`src/rtl/wbcrouter_reg.sv`:
```
// -----------------------------------------------------------------------------
// wbcrouter_reg
//
// Registered Wishbone classic router: one master, NS slaves, one outstanding
// transaction at a time. Slaves are selected by base/mask decode. If several
// slaves match, the lowest index wins. The request and response paths are
// both registered, so there is no combinational path from master to slave.
//
// Error and abort behaviour:
//   - Decode misses end with a bus error.
//   - With WBCROUTER_TIMEOUT_EN defined, a selected slave that gives no
//     ack/err within TIMEOUT wait cycles also ends with a bus error.
//   - If the master drops i_mcyc mid-transaction, the transaction is
//     abandoned silently.
//
// Build option:
//   WBCROUTER_TIMEOUT_EN
//     Defined:   the wait-cycle counter and the timeout error path are built.
//     Undefined: the counter is not built and TIMEOUT is ignored.
//
// Parameters:
//   NS                       number of slaves
//   AW / DW / SW             address, data and byte-select widths
//   SLAVE_BASE / SLAVE_MASK  per-slave base and mask, slave g in [g*AW +: AW]
//   TIMEOUT                  wait cycles before a hung slave is errored (>= 1)
//
// Ports:
//   i_clk, i_reset                clock; asynchronous active-high reset
//   i_mcyc, i_mstb, i_mwe         master cycle, strobe and write enable
//   i_maddr, i_mdata, i_msel      master address, write data, byte selects
//   o_mack, o_merr, o_mdata       registered master response
//   o_scyc, o_sstb, o_swe         per-slave cycle, strobe and write enable
//                                 (one-hot, registered)
//   o_saddr                       per-slave offset address (addr & ~MASK_g)
//   o_sdata, o_ssel               write data and byte selects, same on all lanes
//   i_sack, i_serr, i_sdata       per-slave ack, error and read data
// -----------------------------------------------------------------------------
module wbcrouter_reg #(
    parameter int                NS         = 8,
    parameter int                AW         = 32,
    parameter int                DW         = 32,
    parameter int                SW         = DW / 8,
    parameter logic [NS*AW-1:0]  SLAVE_BASE = '0,
    parameter logic [NS*AW-1:0]  SLAVE_MASK = '0,
    parameter int                TIMEOUT    = 255
) (
    input  logic                 i_clk,
    input  logic                 i_reset,
    input  logic                 i_mcyc,
    input  logic                 i_mstb,
    input  logic                 i_mwe,
    input  logic [AW-1:0]        i_maddr,
    input  logic [DW-1:0]        i_mdata,
    input  logic [SW-1:0]        i_msel,
    output logic                 o_mack,
    output logic                 o_merr,
    output logic [DW-1:0]        o_mdata,
    output logic [NS-1:0]        o_scyc,
    output logic [NS-1:0]        o_sstb,
    output logic [NS-1:0]        o_swe,
    output logic [NS*AW-1:0]     o_saddr,
    output logic [NS*DW-1:0]     o_sdata,
    output logic [NS*SW-1:0]     o_ssel,
    input  logic [NS-1:0]        i_sack,
    input  logic [NS-1:0]        i_serr,
    input  logic [NS*DW-1:0]     i_sdata
);

    typedef enum logic [1:0] {
        ST_IDLE = 2'd0,
        ST_WAIT = 2'd1,
        ST_RESP = 2'd2
    } state_t;

    state_t           state_reg, state_next;
    logic [NS-1:0]    stb_reg,   stb_next;    // one-hot slave select, live only in WAIT
    logic [NS-1:0]    swe_reg,   swe_next;
    logic [AW-1:0]    addr_reg,  addr_next;
    logic [DW-1:0]    wdata_reg, wdata_next;
    logic [SW-1:0]    msel_reg,  msel_next;
    logic             mack_reg,  mack_next;
    logic             merr_reg,  merr_next;
    logic [DW-1:0]    mdata_reg, mdata_next;

`ifdef WBCROUTER_TIMEOUT_EN
    localparam int            CW          = (TIMEOUT < 1) ? 1 : $clog2(TIMEOUT + 1);
    localparam logic [CW-1:0] TIMEOUT_CNT = CW'(TIMEOUT);
    logic [CW-1:0]    count_reg, count_next;
`endif

    // ------------------------------------------------------------------
    // Address decode and the per-lane slave-side views.
    // ------------------------------------------------------------------
    logic [NS-1:0]    dec_hit;
    logic [NS-1:0]    dec_onehot;
    logic [DW-1:0]    rdata_lane [NS];
    logic [DW-1:0]    sel_rdata;
    logic             sel_ack;
    logic             sel_err;

    generate
        for (genvar gi = 0; gi < NS; gi++) begin : g_lane
            assign dec_hit[gi] = ((i_maddr & SLAVE_MASK[gi*AW +: AW]) ==
                                  (SLAVE_BASE[gi*AW +: AW] & SLAVE_MASK[gi*AW +: AW]));
            assign rdata_lane[gi]          = stb_reg[gi] ? i_sdata[gi*DW +: DW] : '0;
            assign o_saddr[gi*AW +: AW]    = addr_reg & ~SLAVE_MASK[gi*AW +: AW];
            assign o_sdata[gi*DW +: DW]    = wdata_reg;
            assign o_ssel[gi*SW +: SW]     = msel_reg;
        end
    endgenerate

    // Keep only the lowest set bit, so the lowest-indexed hit wins.
    assign dec_onehot = dec_hit & (~dec_hit + NS'(1));

    always_comb begin
        sel_rdata = '0;
        for (int i = 0; i < NS; i++) begin
            sel_rdata = sel_rdata | rdata_lane[i];
        end
    end

    // Ack and error from slaves that are not selected are masked off here.
    assign sel_ack = |(i_sack & stb_reg);
    assign sel_err = |(i_serr & stb_reg);

    // ------------------------------------------------------------------
    // Next-state and next-output logic.
    // ------------------------------------------------------------------
    always_comb begin
        state_next = state_reg;
        stb_next   = stb_reg;
        swe_next   = swe_reg;
        addr_next  = addr_reg;
        wdata_next = wdata_reg;
        msel_next  = msel_reg;
        mack_next  = 1'b0;
        merr_next  = 1'b0;
        mdata_next = mdata_reg;
`ifdef WBCROUTER_TIMEOUT_EN
        count_next = count_reg;
`endif

        case (state_reg)
            ST_IDLE: begin
                if (i_mcyc && i_mstb) begin
                    addr_next  = i_maddr;
                    wdata_next = i_mdata;
                    msel_next  = i_msel;
                    stb_next   = dec_onehot;
                    swe_next   = dec_onehot & {NS{i_mwe}};
`ifdef WBCROUTER_TIMEOUT_EN
                    count_next = '0;
`endif
                    // A decode miss also passes through WAIT, with no slave
                    // selected. Its error then appears on the same cycle as
                    // a zero-wait slave's ack would.
                    state_next = ST_WAIT;
                end
            end

            ST_WAIT: begin
                if (!i_mcyc) begin
                    // Master abort has priority over any same-cycle response.
                    stb_next   = '0;
                    swe_next   = '0;
                    state_next = ST_IDLE;
                end else if (~|stb_reg || sel_err) begin
                    // Decode miss, or slave error (error beats a same-cycle ack).
                    merr_next  = 1'b1;
                    mdata_next = '0;
                    stb_next   = '0;
                    swe_next   = '0;
                    state_next = ST_RESP;
                end else if (sel_ack) begin
                    mack_next  = 1'b1;
                    mdata_next = sel_rdata;
                    stb_next   = '0;
                    swe_next   = '0;
                    state_next = ST_RESP;
                end
`ifdef WBCROUTER_TIMEOUT_EN
                else if (count_reg == TIMEOUT_CNT) begin
                    merr_next  = 1'b1;
                    mdata_next = '0;
                    stb_next   = '0;
                    swe_next   = '0;
                    state_next = ST_RESP;
                end else begin
                    count_next = count_reg + CW'(1);
                end
`endif
            end

            ST_RESP: begin
                // The master bus is deliberately not sampled here. A strobe
                // still held from the last request must not be issued twice.
                state_next = ST_IDLE;
            end

            default: begin
                stb_next   = '0;
                swe_next   = '0;
                state_next = ST_IDLE;
            end
        endcase
    end

    // ------------------------------------------------------------------
    // State and output registers.
    // ------------------------------------------------------------------
    always_ff @(posedge i_clk or posedge i_reset) begin
        if (i_reset) begin
            state_reg <= ST_IDLE;
            stb_reg   <= '0;
            swe_reg   <= '0;
            addr_reg  <= '0;
            wdata_reg <= '0;
            msel_reg  <= '0;
            mack_reg  <= 1'b0;
            merr_reg  <= 1'b0;
            mdata_reg <= '0;
`ifdef WBCROUTER_TIMEOUT_EN
            count_reg <= '0;
`endif
        end else begin
            state_reg <= state_next;
            stb_reg   <= stb_next;
            swe_reg   <= swe_next;
            addr_reg  <= addr_next;
            wdata_reg <= wdata_next;
            msel_reg  <= msel_next;
            mack_reg  <= mack_next;
            merr_reg  <= merr_next;
            mdata_reg <= mdata_next;
`ifdef WBCROUTER_TIMEOUT_EN
            count_reg <= count_next;
`endif
        end
    end

    assign o_scyc  = stb_reg;
    assign o_sstb  = stb_reg;
    assign o_swe   = swe_reg;
    assign o_mack  = mack_reg;
    assign o_merr  = merr_reg;
    assign o_mdata = mdata_reg;

endmodule
```
`config.mk`:
```
export PLATFORM = sky130hd
export DESIGN_NAME = wbcrouter_reg
export DESIGN_NICKNAME = d
export VERILOG_FILES = /design/src/rtl/wbcrouter_reg.sv
export SDC_FILE = /design/constraint.sdc
export NUM_CORES = 1
export LEC_CHECK = 0
export BUFFER_PORTS_ARGS = -buffer_cell sky130_fd_sc_hd__buf_2
export CORE_AREA = 2 2 369 371
export CTS_CLUSTER_DIAMETER = 200
export DETAILED_ROUTE_END_ITERATION = 7
export DIE_AREA = 0 0 371 373
export GPL_ROUTABILITY_DRIVEN = 1
export PLACE_DENSITY = 0.3
export SLEW_MARGIN = 15
export SYNTH_ARGS = -nofsm -noshare
export SYNTH_HDL_FRONTEND = slang
export SYNTH_SLANG_ARGS = --single-unit
```
`constraint.sdc`:
```
create_clock -name i_clk -period 6.9 [get_ports i_clk]
set_clock_uncertainty 0.2 [all_clocks]
set_input_delay 0.69 -clock i_clk [delete_from_list [all_inputs] [get_ports i_clk]]
set_output_delay 0.69 -clock i_clk [all_outputs]
set_load 0.02 [all_outputs]
```
==> results of run 1 <==
==> through the flow <==
stage	cell area [sq um]	worst slack, ns
after floorplan	7767	3.221
after global placement	9612	3.785
after detailed placement	9612	3.779
after CTS	9925	3.915
after global routing	9925	3.846
final	9932	4.239
==> path summary, 6_finish.rpt <==
path / slack (ns) / endpoint / start
worst max-delay path: 4.24 / o_mdata[19] / o_scyc[0]
worst min-delay path: 0.26 / o_mdata[17] / i_sdata[17]
worst max register to register: 4.24 / o_mdata[19] / o_scyc[0]
worst min register to register: 0.30 / o_mdata[21] / o_mdata[21]
max in group asynchronous: 5.00 / addr_reg[20] / i_reset
min in group asynchronous: 0.54 / addr_reg[1] / i_reset
==> cell type report <==
| cell class | count | area, sq um | share of cell area |
|---|---|---|---|
| clock buffers | 9 | 225.2 | 0.02268 |
| multi-input cells | 135 | 1242 | 0.1251 |
| inverters | 2 | 12.51 | 0.001260 |
| repair buffers | 693 | 3486 | 0.3510 |
| diodes | 3 | 7.507 | 0.0007559 |
| clock inverters | 7 | 77.57 | 0.007811 |
| flip-flops and latches | 106 | 2653 | 0.2671 |
| well taps | 1781 | 2228 | 0.2244 |
==> layout by cell type (no fill, tap or decap), types with 2 or more instances in the layout <==
cell type	synthesis	routed
clkinv_4	0	2
conb_1	1	21
nor2b_1	2	2
diode_2	0	3
buf_2	5	687
clkbuf_16	0	9
o21ai_0	2	2
inv_6	0	3
buf_4	500	5
a22o_1	32	32
dfrtp_1	106	106
mux2_2	68	68
==> metal layers <==
layer  up-vias  GRT usage
li1       2270          -
met1      2421    0.04591
met2       478    0.07079
met3        23    0.01782
met4         4    0.01673
met5         -          0
==> critical path, stage by stage (launching register included) <==
cell and delay, ns:
dfrtp_1 0.50, nor3b_1 0.64, nand2b_2 0.63, buf_4 0.36, a22o_1 0.19
==> power groups by stage <==
stage	Clock (W)	Sequential, W	Combinational (W)
finish	0.000622	0.000964	0.00178
global route	0.000705	0.00100	0.00188
CTS	0.000708	0.000982	0.00181
detailed placement	0	0.000993	0.00180
global placement	0	0.000988	0.00183
floorplan	0	0.00103	0.00175
==> cell families after synthesis <==
| group | synth area share |
|---|---|
| flops | 0.3448 |
| simple gates | 0.01106 |
| mux | 0.1008 |
| compound gates | 0.03887 |
| buf+inv | 0.5039 |
| other cells | 0.0004875 |
==> what timing repair did <==
action | in CTS | in global routing
hold buffers | 1 | 0
resized for setup | 0 | 0
hold endpoints to repair | 18 | 0
setup endpoints to repair | 0 | 0
==> results.tsv, run 1 <==
stage	metric	value	unit
run_status	outcome	finished, final reports clean	
synthesis	Synth area leaders	buf_4 (49%), dfrtp_1 (34%), mux2_2 (10%)	
cts	clock buffer depth	2	
cts	CTS clk-pin slew, worst paths	0.10	ns
floorplanning	row cnt	135	
floorplanning	die height	373	um
cts	CTS Sinks	106	
sta	Peak Freq	375.8	MHz
global_routing	antenna violations before repair	12	
worst_hold_path	worst hold path cell count	2	
floorplanning	die area	138400	sq um
sta	max_slew headroom	0.3778	
detailed_routing	routed wl met2	14380	um
synthesis	synth warn	0	
power_and_ir_drop	Reg power frac	0.286	
critical_path	R2R depth	4	
floorplanning	Starting Density	0.05714	
finish	fin util	0.07378	
power_and_ir_drop	Lkg Pwr	4.782	nW
synthesis	#FFs+latches synth	106	
global_routing	first-pass GRT wire length	37780	um
critical_path	Required @ worst endpoint	7.05	ns
sta	Final Critical Period	2.661	ns
synthesis	most common cell in the synthesized netlist	buf_4	
synthesis	Async S/R FF share, synth	1.000	
sta	TNS Setup	0	ns
finish	Filler cells	15800	
global_routing	Tot GR Track Use	0.04192	
power_and_ir_drop	clock share of power	0.185	
power_and_ir_drop	Switch Pwr	0.001805	W
finish	fin cells	2736	
place	HPWL Detailed	24520	um
detailed_routing	Met3 Wirelength	2821	um
place	RD Place Congestion	0.6313	
sta	worst hold slack	0.2562	ns
detailed_routing	DRT antenna net count	0	
synthesis	Post-Synthesis Cells	736	
critical_path	Setup crit end kind	flip-flop	
global_routing	global route overflow	0	
detailed_routing	wirelength, routed	29930	um
finish	nets	1292	
sta	Slew Limit Fails	0	
synthesis	Avg Cell Area, Syn	10.45	sq um
synthesis	Post-synth EDFFs	0	
synthesis	post-synth top area cell	buf_4	
floorplanning	Core Area	134600	sq um
synthesis	unique cell type count in the Yosys netlist	20	
power_and_ir_drop	total internal power	0.001559	W
global_routing	largest net degree at the start of global routing	46	
finish	layout cells sized above 1	0.8214	
detailed_routing	post-DR vias/cell	1.899	
detailed_routing	drt wl/cell	10.94	um
detailed_routing	initial drt markers	99	
cts	Clock Latency Late Sink	0.44	ns
cts	Num CTS Buffers	9	
power_and_ir_drop	combinational power share	0.529	
sta	final hold violation count	0	
critical_path	Worst setup SP type	flip-flop	
sta	worst-margin pin slew	0.9334	ns
detailed_routing	number of detailed-route iterations in the first pass	4	
detailed_routing	WL met1	12170	um
detailed_routing	# DRC	0	
detailed_routing	top layer in use	met5	
sta	Setup Viol. Count Final	0	
job	max-cap violation count	0	
floorplanning	die width	371	um
finish	Layout area overhead	29.12	%
power_and_ir_drop	total power	0.003364	W
power_and_ir_drop	pwr dens	338.7	nW/um^2
sta	final period utilization	0.3856	
synthesis	main flop type after synthesis	dfrtp_1	
synthesis	register area share after synthesis	0.3448	
synthesis	Cell Area, Synth	7692	sq um
place	Placed Cells	2716	
critical_path	CP max FO	21	
detailed_routing	DR vias	5196	
cts	number of H-tree levels	3	
worst_hold_path	Hold Crit Class	input port to flip-flop	
power_and_ir_drop	Sw Ratio	0.5366	
critical_path	CP arrival	2.81	ns
sta	RSZ-0062 raised after global routing	no	
place	PortBufs	687	
cts	CTS Root Buffer Type	clkbuf_16	
power_and_ir_drop	Worst VDD drop	0.1234	mV
cts	TritonCTS clock tree	built	
critical_path	CP Class	flip-flop to flip-flop	
cts	postcts setup bufs	0	
floorplanning	I/O pin cnt	947	
synthesis	top-area cell type share of the netlist area	0.4880	
synthesis	most frequent cells after synthesis	buf_4 (500), dfrtp_1 (106), mux2_2 (68)	
global_routing	vias in the first global route	4361	
Power figures use the tool's default switching activity.
==> run 2, diff against run 1 <==
--- a/config.mk
+++ b/config.mk
@@ -5,11 +5,12 @@
 export SDC_FILE = /design/constraint.sdc
 export NUM_CORES = 1
 export LEC_CHECK = 0
+export ABC_AREA = 1
 export BUFFER_PORTS_ARGS = -buffer_cell sky130_fd_sc_hd__buf_2
-export CORE_AREA = 2 2 369 371
+export CORE_AREA = 2 2 373 375
 export CTS_CLUSTER_DIAMETER = 200
 export DETAILED_ROUTE_END_ITERATION = 7
-export DIE_AREA = 0 0 371 373
+export DIE_AREA = 0 0 375 377
 export GPL_ROUTABILITY_DRIVEN = 1
 export PLACE_DENSITY = 0.3
 export SLEW_MARGIN = 15
==> constraint.sdc (replaced) <==
create_clock -name i_clk -period 2.67 [get_ports i_clk]
set_clock_uncertainty 0.2 [all_clocks]
set_input_delay 0.267 -clock i_clk [delete_from_list [all_inputs] [get_ports i_clk]]
set_output_delay 0.267 -clock i_clk [all_outputs]
set_load 0.02 [all_outputs]
==> results.tsv, run 2 <==
stage	metric	value	unit	change
critical_path	CP Class	flip-flop to flip-flop		unchanged
synthesis	#FFs+latches synth	106		unchanged
detailed_routing	DR vias	6335		was 5196
sta	Slew Limit Fails	0		unchanged
finish	area of the multi-input gates	1135	sq um	was 1242 sq um
critical_path	Setup crit end kind	flip-flop		unchanged
cts	Resized cells post-CTS	0		unchanged
global_routing	met3 Use GR	0.01568		was 0.01782
floorplanning	die width	375	um	was 371 um
finish	Filler cells	16110		was 15800
synthesis	register area share after synthesis	0.3375		was 0.3448
worst_hold_path	worst hold path cell count	6		was 2
detailed_routing	# DRC	0		unchanged
finish	fin cells	3071		was 2736
global_routing	largest net degree at the start of global routing	73		was 46
finish	commonest non-fill, non-tap cell in the layout	buf_2		unchanged
global_routing	grt peak-use layer	met2		unchanged
synthesis	synth warn	0		unchanged
cts	TritonCTS clock tree	built		unchanged
sta	TNS Setup	0	ns	unchanged
detailed_routing	number of detailed-route iterations in the first pass	5		was 4
place	Placed Cells	2946		was 2716
synthesis	unique cell type count in the Yosys netlist	17		was 20
floorplanning	Starting Density	0.05738		was 0.05714
run_status	outcome	finished, final reports clean		unchanged
cts	CTS clk-pin slew, worst paths	0.10	ns	about the same
finish	most frequent cells in the layout	buf_2 (687), nand2_1 (175), dlygate4sd3_1 (107)		was buf_2 (687), dfrtp_1 (106), mux2_2 (68)
synthesis	Post-synth EDFFs	0		unchanged
synthesis	Cell Area, Synth	7860	sq um	was 7692 sq um
finish	Reg area	2653	sq um	unchanged
finish	layout cells sized above 1	0.5639		was 0.8214
cts	clock buffer depth	2		unchanged
synthesis	Synth area leaders	buf_4 (48%), dfrtp_1 (34%), nand2_1 (8.4%)		was buf_4 (49%), dfrtp_1 (34%), mux2_2 (10%)
place	RD Place Congestion	0.6546		was 0.6313
global_routing	global route overflow	0		unchanged
synthesis	most frequent cells after synthesis	buf_4 (502), nand2_1 (175), dfrtp_1 (106)		was buf_4 (500), dfrtp_1 (106), mux2_2 (68)
global_routing	Tot GR Track Use	0.04862		was 0.04192
critical_path	R2R depth	7		was 4
sta	final period utilization	0.8200		was 0.3856
detailed_routing	drt wl/cell	11.72	um	was 10.94 um
cts	Clock Latency Late Sink	0.44	ns	about the same
worst_hold_path	Hold Crit Class	input port to flip-flop		unchanged
global_routing	first-pass GRT wire length	45750	um	was 37780 um
critical_path	Required @ worst endpoint	2.81	ns	was 7.05 ns
synthesis	most common cell in the synthesized netlist	buf_4		unchanged
critical_path	CP arrival	2.33	ns	was 2.81 ns
global_routing	met2 Track Usage GR	0.08022		was 0.07079
detailed_routing	wirelength, routed	35990	um	was 29930 um
place	HPWL Detailed	30080	um	was 24520 um
synthesis	post-synth top area cell	buf_4		unchanged
sta	RSZ-0062 raised after global routing	no		unchanged
floorplanning	die height	377	um	was 373 um
cts	CTS Sinks	106		unchanged
cts	number of H-tree levels	3		unchanged
finish	nets	1615		was 1292
sta	Setup Viol. Count Final	0		unchanged
synthesis	Async S/R FF share, synth	1.000		unchanged
power_and_ir_drop	Lkg Pwr	6.098	nW	was 4.782 nW
sta	worst hold slack	0.1092	ns	was 0.2562 ns
sta	Peak Freq	456.8	MHz	was 375.8 MHz
floorplanning	I/O pin cnt	947		unchanged
synthesis	Avg Cell Area, Syn	8.248	sq um	was 10.45 sq um
finish	Layout area overhead	43.31	%	was 29.12%
critical_path	CP max FO	4		was 21
synthesis	top-area cell type share of the netlist area	0.4795		was 0.4880
sta	final hold violation count	0		unchanged
global_routing	antenna violations before repair	18		was 12
detailed_routing	DRT antenna net count	0		unchanged
global_routing	vias in the first global route	5551		was 4361
cts	postcts setup bufs	0		unchanged
floorplanning	die area	141400	sq um	was 138400 sq um
sta	worst-margin pin slew	0.6146	ns	was 0.9334 ns
power_and_ir_drop	pwr dens	733.2	nW/um^2	was 338.7 nW/um^2
cts	Num CTS Buffers	9		unchanged
job	max-cap violation count	0		unchanged
synthesis	Post-Synthesis Cells	953		was 736
place	PortBufs	687		unchanged
cts	CTS Root Buffer Type	clkbuf_16		unchanged
floorplanning	row cnt	136		was 135
sta	max_slew headroom	0.5903		was 0.3778
global_routing	GR Util met1	0.05809		was 0.04591
floorplanning	Core Area	137000	sq um	was 134600 sq um
power_and_ir_drop	Worst VDD drop	0.5551	mV	was 0.1234 mV
cts	CTS Hold Bufs	107		was 1
sta	Final Critical Period	2.189	ns	was 2.661 ns
synthesis	main flop type after synthesis	dfrtp_1		unchanged
critical_path	R2R setup slack	0.48	ns	was 4.24 ns
critical_path	Worst setup SP type	flip-flop		unchanged
detailed_routing	post-DR vias/cell	2.063		was 1.899
detailed_routing	initial drt markers	150		was 99
-- run 2: cell count changes after synthesis, moves of 5 or more --
| cell | before | now |
|---|---|---|
| inv_1 | 2 | 74 |
| buf_6 | 8 | 3 |
| nand2_1 | 1 | 175 |
| o21ai_0 | 2 | 16 |
| buf_2 | 5 | 13 |
| mux2_2 | 68 | 0 |
| o21ai_1 | 0 | 52 |
| a22o_1 | 32 | 0 |
-- run 2: final timing paths --
kind,from,endpoint
setup / recovery,o_scyc[0],o_swe[0]
hold / removal,i_mstb,o_swe[0]
setup reg to reg,o_scyc[0],o_swe[0]
hold reg to reg,o_mdata[17],o_mdata[17]
max in group asynchronous,i_reset,o_mdata[30]
min in group asynchronous,i_reset,addr_reg[21]
-- run 2: worst max-delay path, cell delays in order, from the launching register on --
cell and delay (ns):
dfrtp_1 0.41, nand2_1 0.09, nor2_1 0.11, dlygate4sd3_1 0.55, nand2_1 0.08, nand3_1 0.07, dlygate4sd3_1 0.54, nand2_1 0.05
-- run 2: area by class of cell --
cell class,count,area share
Antenna cell,2,0.0004443
Clock buffer,9,0.01999
Clock inverter,7,0.006331
Inverter,76,0.02566
Multi-Input combinational cell,272,0.1007
Sequential cell,106,0.2355
Tap cell,1794,0.1993
Timing Repair Buffer,805,0.4121
-- run 2: cells by family after synthesis --
logic type	count (synthesis)	synth area share
AO/OA/AOI/OAI	68	0.04330
AND/OR/NAND/NOR	183	0.08994
buffers and inverters	595	0.5288
other	1	0.0004771
flip-flops	106	0.3375
-- run 2: where the power goes --
group | leakage [nW] | internal, W | switching, W
Combinational | 4.59 | 0.00130 | 0.00291
Sequential | 1.36 | 0.00183 | 0.000666
Clock | 0.139 | 0.000663 | 0.000889
-- run 2: routing by layer --
metal  wire length (um)  vias up
li1                   -     2987
met3               2807       31
met2              16920      496
met4                790        4
met1              15460     2817
met5                 23        -
-- run 2: stage by stage --
step,setup WS (ns),area [sq um],utilization,power [W]
final,0.4807,11260,0.08223,0.008259
after global routing,0.3634,11260,0.08220,0.008786
after CTS,0.4810,11260,0.08220,0.008583
after detailed placement,0.7584,9892,0.07221,0.006727
after global placement,0.7786,9892,0.07221,0.006751
after floorplan,0.9295,7939,-,0.006482
